## config.mk

```make
export PLATFORM = sky130hd
export DESIGN_NAME = core_issue_ctrl
export DESIGN_NICKNAME = d
export VERILOG_FILES = /design/src/rtl/core_issue_ctrl_pkg.sv /design/src/rtl/core_issue_ctrl_scoreboard.sv /design/src/rtl/core_issue_ctrl.sv
export SDC_FILE = /design/constraint.sdc
export NUM_CORES = 1
export LEC_CHECK = 0
export ABC_AREA = 0
export ABC_CLOCK_PERIOD_IN_PS = 3700
export BUFFER_PORTS_ARGS = -buffer_cell sky130_fd_sc_hd__buf_2
export CORE_MARGIN = 1.5
export CORE_UTILIZATION = 40
export CTS_BUF_LIST = sky130_fd_sc_hd__clkbuf_4 sky130_fd_sc_hd__clkbuf_8
export DETAILED_ROUTE_END_ITERATION = 10
export PLACE_DENSITY = 0.79
export SKIP_CTS_REPAIR_TIMING = 1
export SKIP_LAST_GASP = 1
export SLEW_MARGIN = 20
export SYNTH_ARGS = -nofsm -noshare
export SYNTH_HDL_FRONTEND = slang
export SYNTH_HIERARCHICAL = 1
export SYNTH_SLANG_ARGS = --single-unit
```

## constraint.sdc

```tcl
create_clock -name clk -period 3.7 [get_ports clk]
set_clock_uncertainty 0.1 [all_clocks]
set_input_delay 0.185 -clock clk [delete_from_list [all_inputs] [get_ports clk]]
set_output_delay 0.185 -clock clk [all_outputs]
set_load 0.05 [all_outputs]
```

## src/rtl/core_issue_ctrl_pkg.sv

```systemverilog
// ----------------------------------------------------------------------------
// core_issue_ctrl_pkg
//   Shared micro-architecture definitions for the in-order issue controller:
//   - register-file and unit sizing
//   - unit index constants
//   - the issue FSM state encoding
//   - the register index type
//   - a helper that expands a register index into a one-hot register mask
// ----------------------------------------------------------------------------
package core_issue_ctrl_pkg;

  localparam int NUM_REGS          = 16;  // architectural registers = mask width
  localparam int REG_W             = 4;   // width of a register index
  localparam int UNITS             = 3;   // execution units
  localparam int UNIT_W            = 2;   // width of a unit index
  localparam int FLUSH_DEPTH_DEF   = 2;   // fetch redirect latency in cycles

  localparam logic [UNIT_W-1:0] UNIT_ALU    = 2'd0;
  localparam logic [UNIT_W-1:0] UNIT_BRANCH = 2'd1;
  localparam logic [UNIT_W-1:0] UNIT_MEM    = 2'd2;

  typedef enum logic [1:0] {
    RUN     = 2'd0,
    BR_WAIT = 2'd1,
    FLUSH   = 2'd2
  } issue_state_t;

  typedef logic [REG_W-1:0] reg_idx_t;

  // One-hot register mask, optionally gated off
  function automatic logic [NUM_REGS-1:0] reg_onehot(input logic en, input reg_idx_t r);
    logic [NUM_REGS-1:0] m;
    m = '0;
    if (en) m[r] = 1'b1;
    return m;
  endfunction

endpackage

```

## src/rtl/core_issue_ctrl_scoreboard.sv

```systemverilog
// ----------------------------------------------------------------------------
// core_scoreboard
//   Register scoreboard: one pending bit per architectural register, set when
//   an instruction that writes that register issues and cleared when its
//   writeback commits. A set and a clear of the same bit in one cycle leave
//   the bit set (the new writer is still outstanding).
// Ports
//   clk       in   clock
//   rst_n     in   synchronous active-low reset, clears all pending bits
//   set_en    in   issue of a register-writing instruction this cycle
//   set_rd    in   destination register of that instruction
//   clr_en    in   writeback commit this cycle
//   clr_rd    in   register being committed
//   raw_mask  in   destinations still in flight inside the execution units
//   pending   out  registered scoreboard
//   busy      out  pending | raw_mask (sources that may not be read yet)
// ----------------------------------------------------------------------------
module core_scoreboard
  import core_issue_ctrl_pkg::*;
(
  input  logic                clk,
  input  logic                rst_n,
  input  logic                set_en,
  input  reg_idx_t            set_rd,
  input  logic                clr_en,
  input  reg_idx_t            clr_rd,
  input  logic [NUM_REGS-1:0] raw_mask,
  output logic [NUM_REGS-1:0] pending,
  output logic [NUM_REGS-1:0] busy
);

  logic [NUM_REGS-1:0] pending_reg;
  logic [NUM_REGS-1:0] pending_next;

  genvar gi;
  generate
    for (gi = 0; gi < NUM_REGS; gi++) begin : g_bit
      logic set_hit;
      logic clr_hit;
      assign set_hit = set_en && (set_rd == REG_W'(gi));
      assign clr_hit = clr_en && (clr_rd == REG_W'(gi));
      // Set dominates clear; clearing an idle bit is harmless.
      assign pending_next[gi] = set_hit | (pending_reg[gi] & ~clr_hit);
    end
  endgenerate

  always_ff @(posedge clk) begin
    if (!rst_n) pending_reg <= '0;
    else        pending_reg <= pending_next;
  end

  assign pending = pending_reg;
  assign busy    = pending_reg | raw_mask;

endmodule

```

## src/rtl/core_issue_ctrl.sv

```systemverilog
// ----------------------------------------------------------------------------
// core_issue_ctrl
//   In-order, zero-buffer issue controller between decode and the ALU, branch
//   and memory units. An instruction issues in the cycle it is presented if
//   the FSM is in RUN, no redirect is signalled, it has no RAW/WAW hazard
//   against the scoreboard / in-flight mask, and its unit is not stalled.
//   A branch issue blocks issue for one cycle while it resolves; a redirect
//   holds flush for FLUSH_DEPTH cycles.
// Ports
//   clk, rst_n                   clock, synchronous active-low reset
//   in_valid, in_rs1, in_rs2,
//   in_rd, in_use_rs1,
//   in_use_rs2, in_wb, in_unit   decoded instruction
//   in_ready                     instruction accepted (issued) this cycle
//   unit_start                   one-hot start to the target unit
//   unit_stall                   per-unit busy
//   raw_mask                     in-flight destination mask from the units
//   wb_ready, wb_rd              writeback commit
//   branch                       redirect from the branch unit
//   flush                        discard fetched/decoded instructions
//   pending                      scoreboard contents
// ----------------------------------------------------------------------------
module core_issue_ctrl
  import core_issue_ctrl_pkg::*;
#(
  parameter int FLUSH_DEPTH = FLUSH_DEPTH_DEF
) (
  input  logic                clk,
  input  logic                rst_n,
  input  logic                in_valid,
  input  reg_idx_t            in_rs1,
  input  reg_idx_t            in_rs2,
  input  reg_idx_t            in_rd,
  input  logic                in_use_rs1,
  input  logic                in_use_rs2,
  input  logic                in_wb,
  input  logic [UNIT_W-1:0]   in_unit,
  output logic                in_ready,
  output logic [UNITS-1:0]    unit_start,
  input  logic [UNITS-1:0]    unit_stall,
  input  logic [NUM_REGS-1:0] raw_mask,
  input  logic                wb_ready,
  input  reg_idx_t            wb_rd,
  input  logic                branch,
  output logic                flush,
  output logic [NUM_REGS-1:0] pending
);

  localparam int CNT_W = (FLUSH_DEPTH > 1) ? $clog2(FLUSH_DEPTH) : 1;
  localparam logic [CNT_W-1:0] CNT_INIT = CNT_W'(FLUSH_DEPTH - 1);

  issue_state_t        state_reg, state_next;
  logic [CNT_W-1:0]    cnt_reg, cnt_next;
  logic [NUM_REGS-1:0] busy;
  logic [UNITS-1:0]    unit_hit;
  logic                unit_ok;
  logic                unit_blocked;
  logic                hazard;
  logic                issue;

  // Decode the target unit once; an index past the last unit matches nothing
  // and is therefore never issued.
  genvar gi;
  generate
    for (gi = 0; gi < UNITS; gi++) begin : g_unit
      assign unit_hit[gi] = (in_unit == UNIT_W'(gi));
    end
  endgenerate

  assign unit_ok      = |unit_hit;
  assign unit_blocked = |(unit_hit & unit_stall);

  // Sources check against in-flight results too; the destination only needs
  // the scoreboard (WAW). A bit clearing this cycle still blocks: no bypass.
  assign hazard = (in_use_rs1 & busy[in_rs1])
                | (in_use_rs2 & busy[in_rs2])
                | (in_wb & pending[in_rd])
                | ~unit_ok;

  assign issue = in_valid && (state_reg == RUN) && !branch && !hazard && !unit_blocked;

  assign in_ready   = issue;
  assign unit_start = issue ? unit_hit : '0;
  assign flush      = (state_reg == FLUSH);

  core_scoreboard u_scoreboard (
    .clk      (clk),
    .rst_n    (rst_n),
    .set_en   (issue & in_wb),
    .set_rd   (in_rd),
    .clr_en   (wb_ready),
    .clr_rd   (wb_rd),
    .raw_mask (raw_mask),
    .pending  (pending),
    .busy     (busy)
  );

  always_ff @(posedge clk) begin
    if (!rst_n) begin
      state_reg <= FLUSH;
      cnt_reg   <= CNT_INIT;
    end else begin
      state_reg <= state_next;
      cnt_reg   <= cnt_next;
    end
  end

  always_comb begin
    state_next = state_reg;
    cnt_next   = cnt_reg;
    if (branch) begin
      // A redirect restarts the flush window from any state.
      state_next = FLUSH;
      cnt_next   = CNT_INIT;
    end else begin
      case (state_reg)
        RUN: begin
          if (issue && (in_unit == UNIT_BRANCH)) state_next = BR_WAIT;
        end
        BR_WAIT: begin
          state_next = RUN;
        end
        FLUSH: begin
          if (cnt_reg == '0) state_next = RUN;
          else               cnt_next   = cnt_reg - 1'b1;
        end
        default: begin
          state_next = FLUSH;
          cnt_next   = CNT_INIT;
        end
      endcase
    end
  end

endmodule
```

# Yosys cells after proc, flatten, opt, wreduce, memory -nomap -nowiden
# Cells that the tools add are included.
[word_totals]
ff_bits = 19
input_bits = 45
output_inout_bits = 21
word_cells = 163
[classes]
n_addsub = 1
order_cmp = 3
n_eq_ne = 36
n_mux = 12
bitwise = 59
n_reduce_logical = 49
[ops]
columns = ["op", "n"]
rows = [
  ["$eq A4 B4 Y1 const B", 16],
  ["$logic_and A1 B1 Y1", 37],
  ["$eq A4 B3 Y1 const B", 8],
  ["$and A1 B1 Y1", 20],
  ["$or A1 B1 Y1", 19],
  ["$not A1 Y1", 18],
  ["$eq A4 B2 Y1 const B", 4],
  ["$or A16 B16 Y16", 1],
  ["$lt A4 B5 Y1 const B", 3],
  ["$bmux W1 S4", 3],
  ["$eq A4 B1 Y1 const B", 2],
  ["$logic_not A4 Y1", 2],
  ["$pmux W2 S3", 1],
  ["$reduce_or A3 Y1", 2],
  ["$eq A2 B1 Y1 const B", 2],
  ["$eq A2 B2 Y1 const B", 2],
  ["$logic_not A2 Y1", 2],
  ["$mux W1", 4],
  ["$mux W2", 2],
  ["$reduce_or A2 Y1", 2],
  ["$and A3 B3 Y3", 1],
  ["$logic_not A1 Y1", 3],
  ["$mux W3", 1],
  ["$ne A2 B1 Y1 const B", 1],
  ["other kinds (4)", 4],
]

# Depth between registers and ports, before layout
[logic_depth]
word_depth = 13
ltp_mapped = 7
ltp_nobuf = 7

# Modules after synthesis
# Netlist, hierarchy kept.
[modules_own_cells]
columns = ["mod", "instances", "cells_per_inst", "area_each_um2", "seq_area_each_um2"]
rows = [
  ["core_scoreboard", 1, 81, 762.0, 320.3],
  ["core_issue_ctrl", 1, 75, 757.0, 60.1],
]

# Worst setup path after synthesis
# OpenSTA, ideal clock, no wires.
[synth_timing]
path_kind = "register -> output"
from = "register u_scoreboard.pending_reg[11] (netlist: u_scoreboard/pending[11])"
to = "output in_ready"
t_arrival_ns = 3.220
slack_ns = 0.195
stages_incl_launch_ff = 6
cell_sequence = "dfxtp_1 -> or2_2 -> mux4_1 -> mux2i_4 -> o211ai_4 -> nor4_1"
[synth_via]
elab_chain_cells = 10
elab_cells_between_ends = 16
classes_between = "6 x mux; 7 x bitwise; 3 x reduce/logical"
[synth_lines]
columns = ["element", "line", "text"]
rows = [
  ["from (decl)", "core_issue_ctrl_scoreboard.sv:32", "logic [NUM_REGS-1:0] pending_reg;"],
  ["from (signal assigned)", "core_issue_ctrl_scoreboard.sv:49", "else pending_reg <= pending_next;"],
  ["$or A16 B16 Y16 (*)", "core_issue_ctrl_scoreboard.sv:53", "assign busy = pending_reg | raw_mask;"],
  ["via busy[11]", "core_issue_ctrl.sv:54", "logic [NUM_REGS-1:0] busy;"],
  ["$bmux W1 S4 (on tied branches)", "core_issue_ctrl.sv:75, core_issue_ctrl.sv:76", ""],
  ["$mux W1 (on tied branches)", "core_issue_ctrl.sv:75, core_issue_ctrl.sv:76", ""],
  ["$and A1 B1 Y1 (on tied branches)", "core_issue_ctrl.sv:75, core_issue_ctrl.sv:76", ""],
  ["$or A1 B1 Y1 (*)", "core_issue_ctrl.sv:76", "| (in_use_rs2 & busy[in_rs2])"],
  ["$or A1 B1 Y1 (*)", "core_issue_ctrl.sv:77", "| (in_wb & pending[in_rd])"],
  ["$or A1 B1 Y1 (*)", "core_issue_ctrl.sv:78", "| ~unit_ok;"],
  ["$logic_not A1 Y1 (*)", "core_issue_ctrl.sv:80", "assign issue = in_valid && (state_reg == RUN) && !branch && !hazard && !unit_blocked;"],
  ["$logic_and A1 B1 Y1 (*) (2 in series)", "core_issue_ctrl.sv:80", ""],
  ["to (decl)", "core_issue_ctrl.sv:38", "output logic in_ready,"],
]
# The timed path passes the listed nets; every way through them passes the cells marked *. The select of a mux whose other input is x is not followed.

# Final worst setup path
[layout_timing]
from = "register u_scoreboard.pending_reg[2] (netlist: u_scoreboard/pending[2])"
to = "register u_scoreboard.pending_reg[3] (netlist: u_scoreboard/pending[3])"
[layout_via]
elab_chain_cells = 13
elab_cells_between_ends = 19
classes_between = "6 x mux; 9 x bitwise; 4 x reduce/logical"
[layout_lines]
columns = ["element", "line", "text"]
rows = [
  ["$or A16 B16 Y16 (*)", "core_issue_ctrl_scoreboard.sv:53", ""],
  ["via busy[2]", "core_issue_ctrl.sv:54", ""],
  ["$bmux W1 S4 (on tied branches)", "core_issue_ctrl.sv:75, core_issue_ctrl.sv:76", ""],
  ["$mux W1 (on tied branches)", "core_issue_ctrl.sv:75, core_issue_ctrl.sv:76", ""],
  ["$and A1 B1 Y1 (on tied branches)", "core_issue_ctrl.sv:75, core_issue_ctrl.sv:76", ""],
  ["$or A1 B1 Y1 (*)", "core_issue_ctrl.sv:76", ""],
  ["$or A1 B1 Y1 (*)", "core_issue_ctrl.sv:77", ""],
  ["$or A1 B1 Y1 (*)", "core_issue_ctrl.sv:78", ""],
  ["$logic_not A1 Y1 (*)", "core_issue_ctrl.sv:80", ""],
  ["$logic_and A1 B1 Y1 (*) (2 in series)", "core_issue_ctrl.sv:80", ""],
  ["$and A1 B1 Y1 (*)", "core_issue_ctrl.sv:89", ".set_en (issue & in_wb),"],
  ["$logic_and A1 B1 Y1 (*)", "core_issue_ctrl_scoreboard.sv:40", "assign set_hit = set_en && (set_rd == REG_W'(gi));"],
  ["$or A1 B1 Y1 (*)", "core_issue_ctrl_scoreboard.sv:43", "assign pending_next[gi] = set_hit | (pending_reg[gi] & ~clr_hit);"],
]
# Marks and branches as above.
# A chain may end at the register's enable or synchronous reset.

==> impl_results.md <==
* First-pass GRT wire length at between 6 and 7 mm
* Latest clock arrival within the worst-skew pair at roughly 0.26 ns
* Vias in the first global route at about 1400
* DR WL/cell at 15.7 um
* N_diodes at 0
* Sequential-to-total area share from yosys stat at 25.0%
* Routed vias at 1594
* Worst-case clock buffer depth at 2
* Unrepaired setup endpoints after global routing: no
* 1st-pass router iterations at 4
* Largest net degree at the start of global routing at 23
* Syn avg cell area at 9.74 sq um
* CTS buffer count at 3
* Dominant cell type by area after synthesis: dfxtp_1
* P&R area growth vs syn at 27.7%
* Leakage at 0.797 nW
* Data arrival time of the worst path at between 3 and 4 ns
* Post-Syn Instances at 156
* Synth area leaders: dfxtp_1, mux4_2, or2_2
* Max_cap viols at 0
* Most common cell after layout, fill and taps aside: buf_2
* Top_reg_cell synth: dfxtp_1
* Yosys top cell area share at between 20% and 30%
* Crit end category: register
* Layout Nets at 268
* Worst Max-Slew Pin Slew at between 0.7 and 0.8 ns
* Initial antenna violation count at 0
* EDFF count, synth at 0
* GP Congestion at around 0.84
* Final wirelength at 4.25 mm
* H-tree Lvls at 1
* Chip Height at between 60 and 70 um
* IO Count at between 60 and 70
* Clock root cell: clkbuf_8
* # DRC at 0
* Hpwl dp at 3.42 mm
* Initial core utilization at between 40% and 50%
* Fin crit share at about four fifths
* Min cycle time layout at 2.93 ns
* Core footprint at ~3700 sq um
* Synth unique cells at 44
* #FFs+latches synth at 19
* Fin. Hold Viols at 0
* Gr usage total at about 20%
* PD cells at between 200 and 250 nW/um^2
* Worst hold margin at between 0.03 and 0.04 ns
* GRT Residual Overflow at 0
* Setup TNS at 0 ns
* Hold Path Class: in2reg
* Max FFs per register at 16
* Finish-stage setup viols at 0
* Critical Path RT at ~3.8 ns
* Most frequent cells in the layout: buf_2, dfxtp_1, o21ai_0, or2_2, o211ai_1
* Die area at roughly 4200 sq um
* Share of synthesized registers carrying an async set or reset at 0%
* CTS clk-pin slew, worst paths at roughly 0.070 ns
* Port bufs at 65
* Via density at ~6
* Max Clock Freq at ~340 MHz
* CTS Sinks at 19
* Syn nets at ~200
* Outcome: complete, no violations
* Startpoint Class: register
* CTS tree: built
* Ratio of cells with drive above 1 in the final layout at 47.7%
* Row cnt at 22
* Netlist Area Pre-Place at ~1500 sq um
* Max IR drop VDD at 0.200 mV
* Width of the die at ~65 um
* Iteration-0 DRC Markers at 74
* WS Path Type: reg2reg
* Max Slew Vio Count at 0
* Relative slew slack at ~50%
* Crit Path Max Fanout at 6
* Post-route ant nets at 0
* Synth Warn # at 6
-- final timing paths --
path / cells after the start / to / from / slack (ns)
setup reg to reg: 7 / u_scoreboard/pending[3]$_SDFF_PN0_ / u_scoreboard/pending[2]$_SDFF_PN0_ / 0.77
hold reg to reg: 2 / state_reg[1]$_SDFFE_PP1P_ / cnt_reg$_SDFFE_PP1N_ / 0.38
setup / recovery: 7 / u_scoreboard/pending[3]$_SDFF_PN0_ / u_scoreboard/pending[2]$_SDFF_PN0_ / 0.77
hold / removal: 3 / state_reg[1]$_SDFFE_PP1P_ / branch / 0.03
-- layout make-up --
| class | count | area (sq um) |
|---|---|---|
| well taps | 48 | 60.1 |
| flip-flops and latches | 19 | 380 |
| clock buffers | 3 | 41.3 |
| inverters | 2 | 7.51 |
| multi-input cells | 131 | 1110 |
| repair buffers | 66 | 333 |
| fillers | 351 | 1720 |
| clock inverters | 1 | 5.00 |
-- through the flow --
step,instances,setup WS [ns],cell area [sq um],util [%],power (mW)
floorplan,156,0.195,1520,-,0.277
global placement,266,0.891,1890,51.7,0.322
detailed placement,266,0.792,1890,51.7,0.324
CTS,270,0.775,1940,53.0,0.468
global route,270,0.614,1940,53.0,0.486
finish,270,0.770,1940,53.0,0.467
-- worst max-delay path, stage by stage, from the launching register on --
cell and delay, ns:
dfxtp_1 0.36, or2_2 0.32, mux4_1 0.50, a22oi_2 0.20
o211ai_4 0.13, nor4_1 0.58, or3b_1 0.48, o21ai_0 0.19
-- where the power goes --
part | internal [mW] | switching (mW) | total [mW]
Sequential | 0.205 | 0.000676 | 0.206
Clock | 0.0751 | 0.0723 | 0.147
Combinational | 0.0550 | 0.0583 | 0.113
-- cell families (layout without fill, tap and decap cells) --
group,after synthesis,in the layout,share of synthesized area (%)
mux,17,17,19.9
compound gates,48,48,24.5
simple gates,66,66,28.9
flops,19,19,25.0
buf+inv,6,72,1.73
-- cell usage after synthesis, types with 4 or more instances --
| master | n |
|---|---|
| dfxtp_1 | 19 |
| mux2_2 | 5 |
| mux4_2 | 5 |
| nand2_1 | 4 |
| nand2b_1 | 7 |
| nand3b_1 | 6 |
| nand4_1 | 6 |
| nor4_1 | 5 |
| o211ai_1 | 12 |
| o21ai_0 | 17 |
| o311ai_0 | 4 |
| or2_2 | 16 |
-- layer usage --
layer	global-route usage (%)	wire length, um	vias up
li1	-	-	770
met1	26.3	1820	743
met2	34.1	2020	70
met3	1.91	296	11
met4	9.84	114	0
met5	0	0	-
(Power assumes the default switching activity.)
